$ cat config.mk
export PLATFORM = sky130hd
export DESIGN_NAME = pipelined_add_sub_flat
export DESIGN_NICKNAME = d
export VERILOG_FILES = /design/src/rtl/pipelined_add_sub_if.sv /design/src/rtl/pipelined_add_sub.sv /design/src/flat_wrapper.sv
export SDC_FILE = /design/constraint.sdc
export NUM_CORES = 1
export LEC_CHECK = 0
export CORE_ASPECT_RATIO = 0.8
export CORE_UTILIZATION = 59
export DETAILED_ROUTE_END_ITERATION = 10
export HOLD_SLACK_MARGIN = 0.02
export PLACE_DENSITY = 0.85
export SETUP_SLACK_MARGIN = 0.2
export SLEW_MARGIN = 10
export SYNTH_ARGS = -nofsm -noshare
export SYNTH_HDL_FRONTEND = slang
export SYNTH_SLANG_ARGS = --single-unit
$ cat constraint.sdc
create_clock -name clk -period 2.6 [get_ports clk]
set_clock_uncertainty 0.05 [all_clocks]
set_input_delay 0.78 -clock clk [delete_from_list [all_inputs] [get_ports clk]]
set_output_delay 0.78 -clock clk [all_outputs]
set_load 0.05 [all_outputs]
$ cat src/rtl/pipelined_add_sub_if.sv
// Operand/result handshake bundle for pipelined_add_sub.
// master drives operands and out_ready; slave is the adder.
interface pipelined_add_sub_if #(
  parameter int WIDTH = 16
);
  logic             in_valid;
  logic             in_ready;
  logic [WIDTH-1:0] a;
  logic [WIDTH-1:0] b;
  logic             cin;
  logic             sub;
  logic             out_valid;
  logic             out_ready;
  logic [WIDTH-1:0] sum;
  logic             cout;
  logic             ovf;

  modport master (
    output in_valid, a, b, cin, sub, out_ready,
    input  in_ready, out_valid, sum, cout, ovf
  );

  modport slave (
    input  in_valid, a, b, cin, sub, out_ready,
    output in_ready, out_valid, sum, cout, ovf
  );
endinterface

$ cat src/rtl/pipelined_add_sub.sv
// Pipelined add/sub, one carry slice per stage; latency STAGES-1 edges after accept, per-stage valid/ready stalls.
// Optional ADDER_SAT_EN clamps overflowing results to the signed limit in the last stage.
module pipelined_add_sub #(
  parameter int WIDTH  = 16,
  parameter int STAGES = 4
) (
  input logic              clk,
  input logic              rst_n,
  pipelined_add_sub_if.slave io
);
  localparam int SW = WIDTH / STAGES;
  localparam int L  = STAGES - 1;

  logic [WIDTH-1:0]  bx;
  logic              c0;
  logic [STAGES:0]   rdy;
  logic [STAGES-1:0] vld;
  logic [STAGES-1:0] vin;

  assign bx          = io.sub ? ~io.b : io.b;
  assign c0          = io.sub ? ~io.cin : io.cin;
  assign rdy[STAGES] = io.out_ready;
  assign io.in_ready = rdy[0];

  for (genvar k = 0; k < STAGES; k++) begin : g_stg
    localparam int HI = (k + 1) * SW;

    logic [SW-1:0] op_a;
    logic [SW-1:0] op_b;
    logic          c_in;
    logic [SW:0]   slice;
    logic [HI-1:0] s_d;
    logic          v_q;

    assign vld[k] = v_q;
    assign rdy[k] = !v_q | rdy[k+1];
    assign slice  = {1'b0, op_a} + {1'b0, op_b} + {{SW{1'b0}}, c_in};

    if (k == 0) begin : g_src
      assign op_a   = io.a[SW-1:0];
      assign op_b   = bx[SW-1:0];
      assign c_in   = c0;
      assign vin[k] = io.in_valid;
      assign s_d    = slice[SW-1:0];
    end else begin : g_src
      // Operand slice k arrives at the LSBs of what the previous stage carried forward.
      assign op_a   = g_stg[k-1].g_reg.a_q[SW-1:0];
      assign op_b   = g_stg[k-1].g_reg.b_q[SW-1:0];
      assign c_in   = g_stg[k-1].g_reg.c_q;
      assign vin[k] = vld[k-1];
      assign s_d    = {slice[SW-1:0], g_stg[k-1].g_reg.s_q};
    end

    always_ff @(posedge clk or negedge rst_n) begin
      if (!rst_n) begin
        v_q <= 1'b0;
      end else if (rdy[k]) begin
        v_q <= vin[k];
      end
    end

    if (k < L) begin : g_reg
      logic [WIDTH-HI-1:0] a_q, b_q, a_d, b_d;
      logic [HI-1:0]       s_q;
      logic                c_q;

      if (k == 0) begin : g_rem
        assign a_d = io.a[WIDTH-1:SW];
        assign b_d = bx[WIDTH-1:SW];
      end else begin : g_rem
        assign a_d = g_stg[k-1].g_reg.a_q[WIDTH-k*SW-1:SW];
        assign b_d = g_stg[k-1].g_reg.b_q[WIDTH-k*SW-1:SW];
      end

      always_ff @(posedge clk or negedge rst_n) begin
        if (!rst_n) begin
          a_q <= '0;
          b_q <= '0;
          s_q <= '0;
          c_q <= 1'b0;
        end else if (rdy[k] && vin[k]) begin
          a_q <= a_d;
          b_q <= b_d;
          s_q <= s_d;
          c_q <= slice[SW];
        end
      end
    end
  end

  logic             msb_a;
  logic             msb_b;
  logic             ovf_d;
  logic [WIDTH-1:0] res_d;
  logic [WIDTH-1:0] sum_q;
  logic             cout_q;
  logic             ovf_q;

  assign msb_a = g_stg[L].op_a[SW-1];
  assign msb_b = g_stg[L].op_b[SW-1];
  assign ovf_d = (msb_a == msb_b) & (g_stg[L].slice[SW-1] != msb_a);

`ifdef ADDER_SAT_EN
  // Overflow direction follows the sign of A: positive A can only overflow upward.
  assign res_d = ovf_d ? {msb_a, {(WIDTH-1){~msb_a}}} : g_stg[L].s_d;
`else
  assign res_d = g_stg[L].s_d;
`endif

  always_ff @(posedge clk or negedge rst_n) begin
    if (!rst_n) begin
      sum_q  <= '0;
      cout_q <= 1'b0;
      ovf_q  <= 1'b0;
    end else if (rdy[L] && vin[L]) begin
      sum_q  <= res_d;
      cout_q <= g_stg[L].slice[SW];
      ovf_q  <= ovf_d;
    end
  end

  assign io.out_valid = vld[L];
  assign io.sum       = sum_q;
  assign io.cout      = cout_q;
  assign io.ovf       = ovf_q;
endmodule
$ cat src/flat_wrapper.sv
// flat-port wrapper written by rule: the top's interface ports become plain ports
module pipelined_add_sub_flat 
#(
  parameter int WIDTH  = 16,
  parameter int STAGES = 4
)
  (clk, rst_n, io_in_valid, io_a, io_b, io_cin, io_sub, io_out_ready, io_in_ready, io_out_valid, io_sum, io_cout, io_ovf);
  pipelined_add_sub_if #(.WIDTH(WIDTH)) io_i ();
  input logic clk;
  input logic rst_n;
  input wire logic [$bits(io_i.in_valid)-1:0] io_in_valid;
  input wire logic [$bits(io_i.a)-1:0] io_a;
  input wire logic [$bits(io_i.b)-1:0] io_b;
  input wire logic [$bits(io_i.cin)-1:0] io_cin;
  input wire logic [$bits(io_i.sub)-1:0] io_sub;
  input wire logic [$bits(io_i.out_ready)-1:0] io_out_ready;
  output wire logic [$bits(io_i.in_ready)-1:0] io_in_ready;
  output wire logic [$bits(io_i.out_valid)-1:0] io_out_valid;
  output wire logic [$bits(io_i.sum)-1:0] io_sum;
  output wire logic [$bits(io_i.cout)-1:0] io_cout;
  output wire logic [$bits(io_i.ovf)-1:0] io_ovf;
  assign io_i.in_valid = io_in_valid;
  assign io_i.a = io_a;
  assign io_i.b = io_b;
  assign io_i.cin = io_cin;
  assign io_i.sub = io_sub;
  assign io_i.out_ready = io_out_ready;
  assign io_in_ready = io_i.in_ready;
  assign io_out_valid = io_i.out_valid;
  assign io_sum = io_i.sum;
  assign io_cout = io_i.cout;
  assign io_ovf = io_i.ovf;
  pipelined_add_sub #(.WIDTH(WIDTH), .STAGES(STAGES)) u_core (.clk(clk), .rst_n(rst_n), .io(io_i));
endmodule
After elaboration in Yosys (flattened, before gate mapping):

Cells that the tools add are included.

* mux-type cells: 2
* add/subtract/negate cells: 8
* equality and inequality tests: 2
* reduce and logical (&&, ||, !) cells: 8
* bitwise gates (word level): 7

Operators by type and width (number)
* 4-bit by 4-bit adder with 5-bit output: 4
* 5-bit by 1-bit adder with 5-bit output: 4
* 16-bit two-way mux: 1
* 16-bit NOT: 1
* 1-bit logical AND: 4
* 1-bit zero test: 4
* 1-bit OR: 4
* 1-bit AND: 1
* 1-bit equality test: 1
* 1-bit two-way mux: 1
* 1-bit != test: 1
* 1-bit NOT: 1

* output and inout port bits: 20
* word-level logic and storage cells: 46
* flip-flop bits (word level): 97

Longest topological paths before layout:

* depth after elaboration: 6
* mapped depth: 10
* depth with buffers taken out: 8

Worst setup path before layout:

OpenSTA, ideal clock, no wires.

* path kind: in2reg
* start point: input port io_sub
* end point: register u_core.g_stg[0].g_reg.c_q
* setup time: 0.127 ns
* stages: 10
* path slack: 0.008 ns
* required time: 2.423 ns
* arrival time: 2.414 ns
* path through: buf_2 > buf_2 > xor2_1 > fa_1 > inv_1 > fa_1 > inv_1 > a21o_1 > a21oi_1 > o21ai_0

* word-level cells in the longest chain between the ends: 3
* elaborated cells between the ends (all ways): 4
* those cells by class: add/sub: 2; mux: 2

Ends and longest elaborated chain
* start, declared: line flat_wrapper.sv:15 `input wire logic [$bits(io_i.sub)-1:0] io_sub;`
* 16-bit two-way mux: line pipelined_add_sub.sv:20 `assign bx = io.sub ? ~io.b : io.b;`
* 4-bit by 4-bit adder with 5-bit output: line pipelined_add_sub.sv:37 `assign slice = {1'b0, op_a} + {1'b0, op_b} + {{SW{1'b0}}, c_in};`
* 5-bit by 1-bit adder with 5-bit output (*): line pipelined_add_sub.sv:37
* end signal, assigned: line pipelined_add_sub.sv:85 `c_q <= slice[SW];`
* end, declared: line pipelined_add_sub.sv:65 `logic c_q;`

Mark *: on every way between the ends. The rest lies on a longest branch, timed or not.
A chain may end at the register's enable or synchronous reset.

Final worst setup path:

* start point: input port io_out_ready
* end point: output port io_in_ready

* word-level cells in the longest chain between the ends: 4

Ends and longest elaborated chain
* start, declared: line flat_wrapper.sv:16 `input wire logic [$bits(io_i.out_ready)-1:0] io_out_ready;`
* 1-bit OR (4 in a row): line pipelined_add_sub.sv:36 `assign rdy[k] = !v_q | rdy[k+1];`
* end, declared: line flat_wrapper.sv:17 `output wire logic [$bits(io_i.in_ready)-1:0] io_in_ready;`

No other way between the ends.

==> flow_summary_export.csv <==
group,metric,value,unit
job,cap_violations,0,
floorplanning,ioPinCount,58,
floorplanning,fp.dieH,77.9,um
synthesis,netlist_area,4250,um^2
detailed_routing,first_iter_violations,83,
detailed_routing,post_drt_wl_per_cell,15.7,um
timing,setup_viol,0,
synthesis,yosys.area_share.adder,0.0730,
critical_path,worstSetupStartpointType,"primary input",
placed_design,place_ws,-152,ps
final_layout,fin_util,0.758,
timing,setup_ws,211,ps
critical_path,path_cells,"clkdlybuf4s15_1, nand4b_4, or2_4, buf_8",
detailed_routing,post-route-drc-count,0,
synthesis,synth-xor-area-share,0.0536,
synthesis,synthSimpleGateAreaFrac,0.0415,
floorplanning,start_util,0.614,
detailed_routing,routed_via_density,5.29,
timing,finalCriticalPeriod,2390,ps
floorplanning,num_rows,27,
detailed_routing,wirelength,7480,um
detailed_routing,drtPass1Iterations,4,
synthesis,synth_seq_cells,97,
critical_path,cp_max_fo,3,
timing,tightest_slew,531,ps
placed_design,gp_congestion,0.732,
synthesis,syn_avg_cell_area,13.4,um^2
clocking,clkTransAtPathRegs,80,ps
detailed_routing,ant_nets,0,
timing,rsz0062_at_grt,"yes",
clocking,cts_sinks,97,
power_and_ir_drop,totalPowerFinal,5.36,mW
synthesis,synth_top_family_by_area,"multiplexers",
grt,grt_pass1_vias,2690,
grt,antenna_found_initial,0,
synthesis,synth_compound_area_frac,0.0609,
timing,slew_viol_final,0,
timing,max_freq,0.419,GHz
power_and_ir_drop,power_density,1020,nW/um^2
power_and_ir_drop,p_leak,2.41,nW
synthesis,yosys.cell_types.count,23,
synthesis,yosysSeqAreaShare,0.571,
synthesis,synthTopCellsByArea,"dfrtp_1 (57%), mux2_2 (17%), fa_1 (3.8%)",
clocking,clk_latency,360,ps
floorplanning,die_w,96.9,um
synthesis,yosysTopAreaCell,"dfrtp_1",
grt,grt_max_degree,98,
clocking,cts-root-buf,"clkbuf_8",
timing,fin_crit_sh,0.919,
clocking,cts_buffers,9,
synthesis,postSynthCellCount,317,
synthesis,synthDominantCellAreaShare,0.571,
timing,holdWs,410,ps
detailed_routing,vias,2525,
floorplanning,die_area,7550,um^2
critical_path,cpMaxStageDelayCell,"or2_4",
final_layout,nNetsFinal,443,
timing,max_slew_margin,0.647,
critical_path,required,1770,ps
final_layout,syn_to_final_growth,23.4,%
grt,grt_pass1_wl,12400,um
grt,grt_usage,0.215,
synthesis,yosys_warnings,0,
synthesis,synthMuxAreaShare,0.172,
synthesis,synth_nets,375,
timing,final_hold_viol_count,0,
grt,overflow,0,
critical_path,crit_arrival,1560,ps
hold_path,worst_hold_path_type,"in2async",
placed_design,numPortBuffers,57,
floorplanning,design.core.area,6930,um^2
clocking,cts_max_path_buffers,2,
run_status,status,"completed",
clocking,htreeDepth,3,
timing,setup_tns,0,ps
critical_path,crit_type,"in2out",
critical_path,slowest_delay,260,ps
placed_design,dpl.hpwl,5040,um
final_layout,fillCellCount,441,
critical_path,worst_setup_path_end_kind,"output port",
clocking,cts_tree,"built",
final_layout,layout-drive-gt1-share,0.256,
final_layout,num_antenna_cells,0,
power_and_ir_drop,peakVddDrop,0.496,mV
## critical path: cells and delay by family
kind	cells	cell delay [ps]
and+or+nand+nor	2	440
buffers and inverters	2	340
## power by group
part / internal (mW) / switching, mW / leakage [nW] / total (mW)
sequential: 2.03 / 0.308 / 1.16 / 2.34
clock: 0.474 / 0.482 / 0.0909 / 0.956
combinational: 0.955 / 1.11 / 1.16 / 2.07
total: 3.46 / 1.90 / 2.41 / 5.36
## layout by cell type (no fill, tap or decap), types with 2 or more instances in the layout
master and instances:
dfrtp_1 97, mux2_2 65, clkdlybuf4s50_1 46, nand2_1 31, o21ai_0 26, xnor2_1 13
xor2_1 12, inv_1 12, ha_1 12, clkbuf_8 10, a21o_1 8, buf_4 8
a21oi_1 7, fa_1 6, dlymetal6s2s_1 6, buf_12 5, nand2b_1 4, clkbuf_1 4
fa_2 2, dlygate4sd2_1 2
## metal layers
metal / GRT usage / wire, um / part of all wire / up-vias
li1: - / - / - / 1199
met1: 0.246 / 3120 / 0.42 / 1261
met2: 0.380 / 3920 / 0.52 / 53
met3: 0.0649 / 279 / 0.037 / 12
met4: 0.0851 / 167 / 0.022 / 0
met5: 0 / 0 / 0 / -
## Yosys cell counts
master and number:
dfrtp_1 97, mux2_2 65, nand2_1 31, o21ai_0 27, inv_1 13, xnor2_1 13, xor2_1 13, ha_1 12
a21o_1 8, a21oi_1 8, fa_1 8, buf_2 7, nand2b_1 4, buf_4 2, buf_6 1, clkbuf_1 1
clkbuf_2 1, nand2_2 1, nand3b_1 1, nand4b_2 1, o21ai_4 1, o31ai_1 1, or2_2 1
## path summary, 6_finish.rpt
kind	startpoint	end	slack, ps	depth (start not counted)
worst max register to register	u_core.g_stg[0].g_reg.c_q$_DFFE_PN0P_	u_core.g_stg[1].g_reg.c_q$_DFFE_PN0P_	720	5
max in group asynchronous	rst_n	u_core.g_stg[1].g_reg.c_q$_DFFE_PN0P_	1690	2
worst max-delay path	io_out_ready	io_in_ready	210	4
worst min register to register	u_core.g_stg[2].g_reg.s_q[9]$_DFFE_PN0P_	u_core.g_stg[2].g_reg.s_q[9]$_DFFE_PN0P_	430	2
worst min-delay path	rst_n	u_core.g_stg[2].g_reg.s_q[9]$_DFFE_PN0P_	410	2
min in group clk	u_core.g_stg[2].g_reg.s_q[9]$_DFFE_PN0P_	u_core.g_stg[2].g_reg.s_q[9]$_DFFE_PN0P_	430	2
## kinds of logic (layout without fill, tap and decap cells)
group | after synthesis | after routing
flip-flops | 97 | 97
multiplexers | 65 | 65
AO/OA/AOI/OAI | 45 | 45
AND/OR/NAND/NOR | 39 | 39
XOR/XNOR | 26 | 26
buffers and inverters | 25 | 98
adder cells (fa/ha/maj) | 20 | 20
## through the flow
step / std cells / area (um^2)
floorplan: 317 / 4280
global placement: 458 / 5000
detailed placement: 458 / 5000
CTS: 475 / 5210
global route: 477 / 5250
finish: 477 / 5250
## sequential cells by signal, indices dropped and copies added (netlist names)
signal                  cells
u_core.g_stg.g_reg.c_q      3
u_core.io.out_valid         1
u_core.g_stg.g_reg.s_q     24
u_core.g_stg.v_q            3
u_core.io.sum              16
u_core.io.ovf               1
u_core.io.cout              1
u_core.g_stg.g_reg.a_q     24
u_core.g_stg.g_reg.b_q     24
## area by class of cell
| type | instances | area (um^2) | area share |
|---|---|---|---|
| Sequential cell | 97 | 2430 | 0.463 |
| Multi-Input combinational cell | 195 | 1730 | 0.330 |
| Timing Repair Buffer | 69 | 738 | 0.141 |
| Clock buffer | 14 | 153 | 0.0291 |
| Tap cell | 87 | 109 | 0.0207 |
| Inverter | 13 | 48.8 | 0.00930 |
| Clock inverter | 2 | 37.5 | 0.00715 |
## timing repair
item                                    in CTS  in global routing
buffers inserted                             1                  2
hold buffers                                 0                  0
hold endpoints to repair                     0                  0
endpoints found under the setup margin       3                  8
resized for setup                            7                  8
pin swaps                                    1                  1
(Power assumes the default switching activity.)
